===== config.mk =====
export PLATFORM = sky130hd
export DESIGN_NAME = seq_alu
export DESIGN_NICKNAME = d
export VERILOG_FILES = /design/src/rtl/seq_alu_pkg.sv /design/src/rtl/seq_alu_mul.sv /design/src/rtl/seq_alu.sv
export SDC_FILE = /design/constraint.sdc
export NUM_CORES = 1
export LEC_CHECK = 0
export ABC_AREA = 1
export BUFFER_PORTS_ARGS = -buffer_cell sky130_fd_sc_hd__buf_4
export CORE_MARGIN = 10
export CORE_UTILIZATION = 51
export DETAILED_ROUTE_END_ITERATION = 12
export PLACE_DENSITY = 0.73
export SYNTH_ARGS = -nofsm -noshare
export SYNTH_HDL_FRONTEND = slang
export SYNTH_SLANG_ARGS = --single-unit
export TNS_END_PERCENT = 100

===== constraint.sdc =====
create_clock -name clk -period 1.66 [get_ports clk]
set_input_delay 0.332 -clock clk [delete_from_list [all_inputs] [get_ports clk]]
set_output_delay 0.332 -clock clk [all_outputs]
set_load 0.02 [all_outputs]

===== src/rtl/seq_alu_pkg.sv =====
// Shared types and helpers for the sequential ALU (seq_alu and its multiplier).
package seq_alu_pkg;

  typedef enum logic [2:0] {
    OP_ADD = 3'b000,
    OP_SUB = 3'b001,
    OP_AND = 3'b010,
    OP_OR  = 3'b011,
    OP_XOR = 3'b100,
    OP_SHL = 3'b101,
    OP_SHR = 3'b110,
    OP_MUL = 3'b111
  } alu_op_e;

  typedef enum logic [1:0] {
    S_IDLE = 2'b00,
    S_EXEC = 2'b01,
    S_MUL  = 2'b10,
    S_RESP = 2'b11
  } state_e;

  // Two's-complement overflow from operand and result sign bits.
  function automatic logic sign_ovf(input logic sa, input logic sb, input logic sr,
                                    input logic is_sub);
    logic ovf_v;
    if (is_sub) begin
      ovf_v = (sa != sb) && (sr != sa);
    end else begin
      ovf_v = (sa == sb) && (sr != sa);
    end
    return ovf_v;
  endfunction

endpackage


===== src/rtl/seq_alu_mul.sv =====
// Shift-add unsigned multiplier: loads on start, retires one bit of b per cycle, LSB first.
// done/product are combinational during the last iteration so the caller can register the final product.
module seq_alu_mul
  import seq_alu_pkg::*;
#(
  parameter int WIDTH = 8,
  parameter int CNT_W = $clog2(WIDTH + 1)
) (
  input  logic                 clk,
  input  logic                 rst_n,
  input  logic                 start,
  input  logic [WIDTH-1:0]     a,
  input  logic [WIDTH-1:0]     b,
  output logic                 busy,
  output logic                 done,
  output logic [2*WIDTH-1:0]   product
);

  localparam logic [CNT_W-1:0] LAST_CNT = CNT_W'(WIDTH - 1);

  logic [WIDTH-1:0]   mcand_r;
  logic [2*WIDTH-1:0] acc_r;
  logic [CNT_W-1:0]   cnt_r;
  logic               busy_r;

  logic [WIDTH-1:0]   addend_s;
  logic [WIDTH:0]     sum_s;
  logic [2*WIDTH-1:0] step_s;

  // One iteration: add multiplicand into the upper half when the current multiplier bit is set, then shift right.
  always_comb begin
    addend_s = {WIDTH{1'b0}};
    if (acc_r[0]) begin
      addend_s = mcand_r;
    end else begin
      addend_s = {WIDTH{1'b0}};
    end
    sum_s  = {1'b0, acc_r[2*WIDTH-1:WIDTH]} + {1'b0, addend_s};
    step_s = {sum_s, acc_r[WIDTH-1:1]};
  end

  // Operand load, iteration counter and partial-product register.
  always_ff @(posedge clk) begin
    if (!rst_n) begin
      mcand_r <= {WIDTH{1'b0}};
      acc_r   <= {(2*WIDTH){1'b0}};
      cnt_r   <= {CNT_W{1'b0}};
      busy_r  <= 1'b0;
    end else if (start) begin
      mcand_r <= a;
      acc_r   <= {{WIDTH{1'b0}}, b};
      cnt_r   <= {CNT_W{1'b0}};
      busy_r  <= 1'b1;
    end else if (busy_r) begin
      acc_r <= step_s;
      if (cnt_r == LAST_CNT) begin
        cnt_r  <= {CNT_W{1'b0}};
        busy_r <= 1'b0;
      end else begin
        cnt_r <= cnt_r + CNT_W'(1);
      end
    end
  end

  assign busy    = busy_r;
  assign done    = busy_r && (cnt_r == LAST_CNT);
  assign product = step_s;

endmodule


===== src/rtl/seq_alu.sv =====
// Registered ALU with valid/ready on operands and result; one operation in flight at a time.
// Build option SEQ_ALU_MUL_EN adds the multi-cycle MUL path; without it op 111 yields a zero result.
module seq_alu
  import seq_alu_pkg::*;
#(
  parameter int WIDTH = 8
) (
  input  logic             clk,
  input  logic             rst_n,
  input  logic             in_valid,
  output logic             in_ready,
  input  logic [WIDTH-1:0] a,
  input  logic [WIDTH-1:0] b,
  input  logic [2:0]       op,
  output logic             out_valid,
  input  logic             out_ready,
  output logic [WIDTH-1:0] result,
  output logic [WIDTH-1:0] result_hi,
  output logic             carry,
  output logic             zero,
  output logic             ovf
);

  state_e           state_r;
  state_e           state_nxt_s;
  logic [WIDTH-1:0] a_r;
  logic [WIDTH-1:0] b_r;
  alu_op_e          op_r;

  logic             in_ready_r;
  logic             out_valid_r;
  logic [WIDTH-1:0] result_r;
  logic [WIDTH-1:0] result_hi_r;
  logic             carry_r;
  logic             zero_r;
  logic             ovf_r;

  logic             handshake_s;
  logic             is_mul_s;
  logic             mul_done_s;
  logic             mul_busy_s;

  logic [WIDTH:0]   wide_s;
  logic [WIDTH-1:0] res_s;
  logic             carry_s;
  logic             ovf_s;

  assign handshake_s = in_valid & in_ready_r;

`ifdef SEQ_ALU_MUL_EN
  localparam int CNT_W = $clog2(WIDTH + 1);

  logic [2*WIDTH-1:0] mul_product_s;

  assign is_mul_s = (alu_op_e'(op) == OP_MUL);

  seq_alu_mul #(
    .WIDTH (WIDTH),
    .CNT_W (CNT_W)
  ) u_mul (
    .clk     (clk),
    .rst_n   (rst_n),
    .start   (handshake_s & is_mul_s),
    .a       (a),
    .b       (b),
    .busy    (mul_busy_s),
    .done    (mul_done_s),
    .product (mul_product_s)
  );
`else
  assign is_mul_s   = 1'b0;
  assign mul_done_s = 1'b0;
  assign mul_busy_s = 1'b0;
`endif

  // Next-state decode; a MUL state with an idle multiplier falls back to IDLE rather than hanging.
  always_comb begin
    state_nxt_s = state_r;
    case (state_r)
      S_IDLE: begin
        if (handshake_s) begin
          state_nxt_s = is_mul_s ? S_MUL : S_EXEC;
        end else begin
          state_nxt_s = S_IDLE;
        end
      end
      S_EXEC: state_nxt_s = S_RESP;
      S_MUL: begin
        if (mul_done_s) begin
          state_nxt_s = S_RESP;
        end else if (!mul_busy_s) begin
          state_nxt_s = S_IDLE;
        end else begin
          state_nxt_s = S_MUL;
        end
      end
      S_RESP: begin
        if (out_ready) begin
          state_nxt_s = S_IDLE;
        end else begin
          state_nxt_s = S_RESP;
        end
      end
      default: state_nxt_s = S_IDLE;
    endcase
  end

  // Single-cycle operations on the captured operands.
  always_comb begin
    wide_s  = {(WIDTH+1){1'b0}};
    res_s   = {WIDTH{1'b0}};
    carry_s = 1'b0;
    ovf_s   = 1'b0;
    case (op_r)
      OP_ADD: begin
        wide_s  = {1'b0, a_r} + {1'b0, b_r};
        res_s   = wide_s[WIDTH-1:0];
        carry_s = wide_s[WIDTH];
        ovf_s   = sign_ovf(a_r[WIDTH-1], b_r[WIDTH-1], wide_s[WIDTH-1], 1'b0);
      end
      OP_SUB: begin
        wide_s  = {1'b0, a_r} - {1'b0, b_r};
        res_s   = wide_s[WIDTH-1:0];
        carry_s = wide_s[WIDTH];
        ovf_s   = sign_ovf(a_r[WIDTH-1], b_r[WIDTH-1], wide_s[WIDTH-1], 1'b1);
      end
      OP_AND: res_s = a_r & b_r;
      OP_OR:  res_s = a_r | b_r;
      OP_XOR: res_s = a_r ^ b_r;
      OP_SHL: begin
        res_s   = {a_r[WIDTH-2:0], 1'b0};
        carry_s = a_r[WIDTH-1];
      end
      OP_SHR: begin
        res_s   = {1'b0, a_r[WIDTH-1:1]};
        carry_s = a_r[0];
      end
      OP_MUL:  res_s = {WIDTH{1'b0}};
      default: res_s = {WIDTH{1'b0}};
    endcase
  end

  // State register and handshake flags, registered from the next state.
  always_ff @(posedge clk) begin
    if (!rst_n) begin
      state_r     <= S_IDLE;
      in_ready_r  <= 1'b1;
      out_valid_r <= 1'b0;
    end else begin
      state_r     <= state_nxt_s;
      in_ready_r  <= (state_nxt_s == S_IDLE);
      out_valid_r <= (state_nxt_s == S_RESP);
    end
  end

  // Operand capture at the input handshake only.
  always_ff @(posedge clk) begin
    if (!rst_n) begin
      a_r  <= {WIDTH{1'b0}};
      b_r  <= {WIDTH{1'b0}};
      op_r <= OP_ADD;
    end else if (handshake_s) begin
      a_r  <= a;
      b_r  <= b;
      op_r <= alu_op_e'(op);
    end
  end

  // Result registers: written when the operation completes, otherwise held through RESP.
  always_ff @(posedge clk) begin
    if (!rst_n) begin
      result_r    <= {WIDTH{1'b0}};
      result_hi_r <= {WIDTH{1'b0}};
      carry_r     <= 1'b0;
      zero_r      <= 1'b0;
      ovf_r       <= 1'b0;
    end else begin
      case (state_r)
        S_EXEC: begin
          result_r    <= res_s;
          result_hi_r <= {WIDTH{1'b0}};
          carry_r     <= carry_s;
          zero_r      <= (res_s == {WIDTH{1'b0}});
          ovf_r       <= ovf_s;
        end
`ifdef SEQ_ALU_MUL_EN
        S_MUL: begin
          if (mul_done_s) begin
            result_r    <= mul_product_s[WIDTH-1:0];
            result_hi_r <= mul_product_s[2*WIDTH-1:WIDTH];
            carry_r     <= |mul_product_s[2*WIDTH-1:WIDTH];
            zero_r      <= (mul_product_s == {(2*WIDTH){1'b0}});
            ovf_r       <= 1'b0;
          end
        end
`endif
        default: begin
        end
      endcase
    end
  end

  assign in_ready  = in_ready_r;
  assign out_valid = out_valid_r;
  assign result    = result_r;
  assign result_hi = result_hi_r;
  assign carry     = carry_r;
  assign zero      = zero_r;
  assign ovf       = ovf_r;

endmodule


After elaboration in Yosys (flattened, before gate mapping). Cells that the tools add are included.

Bits in registers: 34. Word-level logic and storage cells: 43. Output and inout bits: 21. Input port bits: 23.

Reduce and logical (&&, ||, !) cells: 6. Eq/ne operators: 15. Multiplexer cells: 6. Bitwise operators: 4. Add/subtract/negate cells: 2.

Operator list (count): $pmux W8 S8 (1); $eq A3 B3 Y1 const B (4); $add A8 B8 Y9 (1); $sub A8 B8 Y9 (1); $and A8 B8 Y8 (1); $logic_not A8 Y1 (1); $or A8 B8 Y8 (1); $pmux W2 S4 (1); $xor A8 B8 Y8 (1); $eq A2 B2 Y1 const B (3); $eq A3 B2 Y1 const B (2); $logic_not A2 Y1 (2); $pmux W1 S4 (1); $eq A3 B1 Y1 const B (1); $logic_not A3 Y1 (1); $ne A1 B1 Y1 (3); $eq A2 B1 Y1 const B (1); $logic_and A1 B1 Y1 (2); $mux W2 (1); $pmux W1 S2 (1); $and A1 B1 Y1 (1); $eq A1 B1 Y1 (1); $mux W1 (1).

Logic depth before layout (Yosys ltp).
Depth in word-level cells: 4. Mapped depth: 17. Mapped depth without buffers: 16.

Worst setup path after synthesis. Ideal clock, no wire load.

Kind: flip-flop to flip-flop. Start: register a_r[0]. End: register zero_r (netlist: zero). Clock period less this slack: 1.815 ns. Path buffers: 0. Path slack: -0.155 ns. Library setup time: 0.066 ns. Arrival time: 1.749 ns. Required time: 1.594 ns. Stages on the path, launching flop included: 16. Path through: dfxtp_1 inv_1 ha_1 inv_1 fa_1 nand2_1 nand2_1 nand2_1 nand2_1 nand3_1 nand2_1 nor2_1 nand3_1 nor2_1 nand2_1 a21oi_2.

Cells in the longest elaborated chain, start to end: 3.

Ends and longest elaborated chain: start: declaration (line seq_alu.sv:26) `logic [WIDTH-1:0] a_r;`; start signal: assignment (line seq_alu.sv:159) `a_r <= {WIDTH{1'b0}};`; $sub A8 B8 Y9 (tied with other cells) (line seq_alu.sv:122) `wide_s = {1'b0, a_r} - {1'b0, b_r};`; $pmux W8 S8 (*) (line seq_alu.sv:114) `case (op_r)`; $logic_not A8 Y1 (*) (line seq_alu.sv:183) `zero_r <= (res_s == {WIDTH{1'b0}});`; end signal: assignment (line seq_alu.sv:183); end: declaration (line seq_alu.sv:35) `logic zero_r;`.

Mark *: on every way between the ends. The rest lies on a longest branch, timed or not. A chain may end at the register's enable or synchronous reset.

Worst setup path after layout. Ends and elaborated chain as after synthesis.

==> impl_results.md <==
- WL met1: 3893 um
- WL met3: 706 um
- Finished Layout Cells: 576
- ANT cells: 0
- Die area: 0.008442 sq mm
- Total Routing Usage GR: 20.96%
- FF+latch area: 709.4 sq um
- Final period util: 118.2%
- Post-synth ARST share: 0%
- Vias per Instance: 5.347
- Seq/Total Area, Yosys: 25.83%
- # fillers: 385
- Die height: 91.88 um
- Count leader, synth: nand2_1
- Clock tree sinks: 34
- Crit path time final: 1.962 ns
- Syn avg cell area: 6.490 sq um
- Top delay family on crit path: simple AND/OR/NAND/NOR gates
- Unique masters post-synth: 32
- Vias: 3,080
- Met2 WL: 4301 um
- Grt ovf: 0
- Post-layout nets: 554
- Clock latency at the later pin of the worst-skew pair: 0.29 ns
- Status: finished, violations left
- CP Class: reg2reg
- Port-buffer cells: 35
- Worst-path fanout max: 3
- Placed insts: 563
- CP Capture Type: flip-flop
- Crit path cell chain: inv_4 -> ha_4 -> inv_4 -> fa_2 -> nand3_2 -> nand3_2 -> nor2_4 -> nor2_4 -> nor2_2 -> nand3_2 -> nor2_2 -> nand2_1 -> a21oi_2
- Synth top cells by count: nand2_1 (86), inv_1 (54), nor2_1 (43)
- Final hold violations: 0
- Most frequent CP cell: nand3_2
- Post-route cell area: 0.003953 sq mm
- Area of the multi-input gates: 0.001944 sq mm
- Pwr Total: 3.550 mW
- Placer Congestion: 1.000
- Initial DRC count: 244
- Vias in the first global route: 3,032
- Fin. max-slew vios: 0
- Fin util: 77.88%
- Drt drc: 0
- Leak: 1.901 nW
- Failing checks: negative setup slack
- Root Driver: clkbuf_8
- EDFF count, synth: 0
- DR WL/cell: 15.95 um
- H-Tree Depth: 2
- Starting Density: 51.92%
- Clock-pin slew on the worst setup and hold paths: 0.08 ns
- Crit path arrival time: 2.19 ns
- Antenna violations before repair: 0
- Highest metal used: met4
- Layout cells sized above 1: 45.45%
- Cts bufs inserted: 5
- Endpoints failing setup: 7
- Mapped cell area: 0.002635 sq mm
- P per Cell Area: 898.1 mW/mm^2
- First-pass GRT wire length: 14,490 um
- Placed inst area: 0.003390 sq mm
- Data required, critical path: 1.89 ns
- TritonRoute pass-1 iters: 5
- Worst stage delay on the critical path: 0.45 ns
- Fmax: 509.6 MHz
- DIE WIDTH: 91.88 um
- Fraction of post-synthesis cell area in the top cell type by area: 25.83%
- Layout area overhead: 50.00%
- Synth Flop Type: dfxtp_1
- Final worst slack: -0.3023 ns
- Synthesized flop and latch total: 34
- CTS Buffer Depth: 2
- Routed Antenna Nets: 0
- Ys Warns: 0
- Syn Inst Count: 406
- Core area: 0.005075 sq mm
- Row Count: 26
- Peak supply drop: 589.1 uV
- Slowest-stage cell, CP: fa_2
- RSZ-0062 raised after global routing: true
- Pre-CTS WS: -0.3849 ns
- Synth top area cells: dfxtp_1 (26%), nand2_1 (12%), ha_1 (11%)
- Maxcap violations: 0
- WP buf/inv: 2
- I/O pin count: 44
- Worst Hold Class: in2reg
- Hold_buf cts: 0
- Clk_skew: 0.005251 ns
- Largest net degree at the start of global routing: 40
- Area leader, netlist: dfxtp_1
- Drt total wl: 9187 um
- CTS tree: yes
- DP Wirelength: 6664 um
- Setup crit start kind: flip-flop
-- metrics by stage --
step	hold slack [ns]	TNS, ns
finish	0.3123	-1.092
global route	0.3222	-1.960
CTS	0.3131	-1.165
detailed placement	0.4592	-1.791
global placement	0.4560	-1.260
floorplan	0.4636	-0.1155
-- flip-flops by register name, indices dropped and copies added, names as in the netlist, 2 cells and up --
signal and count:
a_r 8, result 8, state_r 2, op_r 3
b_r 8
-- worst min-delay path, delay by kind of cell --
family                 cells  cell delay, ns
AOI/OAI and AO/OA          2            0.17
buffers and inverters      1            0.07
-- layout by cell type, fill, tap and decap left out, drive strengths merged, types with 5 or more instances in the layout --
master / Yosys / final
nor2: 48 / 48
conb: 1 / 8
a21oi: 32 / 32
nand4: 12 / 12
buf: 16 / 107
nand3: 39 / 39
nand2: 87 / 87
ha: 24 / 24
dfxtp: 34 / 34
o21ai: 33 / 33
clkbuf: 6 / 5
inv: 60 / 60
-- timing repair --
item	4_1_cts	5_1_grt
buffers inserted	5	4
setup endpoints to repair	10	11
pin swaps	19	40
gates resized for setup	42	80
-- where the power goes --
| part | switching [mW] | internal [mW] | leakage (nW) |
|---|---|---|---|
| Combinational | 0.899 | 0.728 | 1.55 |
| Sequential | 0.0679 | 0.905 | 0.287 |
| Clock | 0.347 | 0.602 | 0.0683 |
| Total | 1.31 | 2.24 | 1.90 |
-- final timing paths --
check	startpoint	to	slack (ns)	cells after the start
setup / recovery	a_r[0]	zero	-0.30	13
hold / removal	b[6]	b_r[6]	0.31	3
setup reg to reg	a_r[0]	zero	-0.30	13
hold reg to reg	carry	carry	0.47	2
-- layer usage --
| metal | track usage (%) | vias up |
|---|---|---|
| met1 | 26.37 | 1411 |
| li1 | - | 1487 |
| met3 | 4.482 | 35 |
| met4 | 7.069 | 0 |
| met2 | 34.59 | 147 |
| met5 | 0 | - |
-- kinds of logic (layout without fill, tap and decap cells) --
group	after synthesis	count (layout)	synth area share (%)
compound gates	71	71	14.53
xor+xnor	1	1	0.3324
fa+ha+maj	26	26	12.92
buf+inv	82	175	14.01
flops	34	34	25.83
other cells	1	8	0.1423
simple gates	191	191	32.24
-- cell type report --
type	instances	share of cell area [%]
Multi-Input combinational cell	297	49.19
Timing Repair Buffer	107	21.02
Clock buffer	5	1.741
Clock inverter	3	1.741
Tap cell	70	2.216
Sequential cell	34	17.95
Inverter	60	6.141
(Power assumes the default switching activity.)
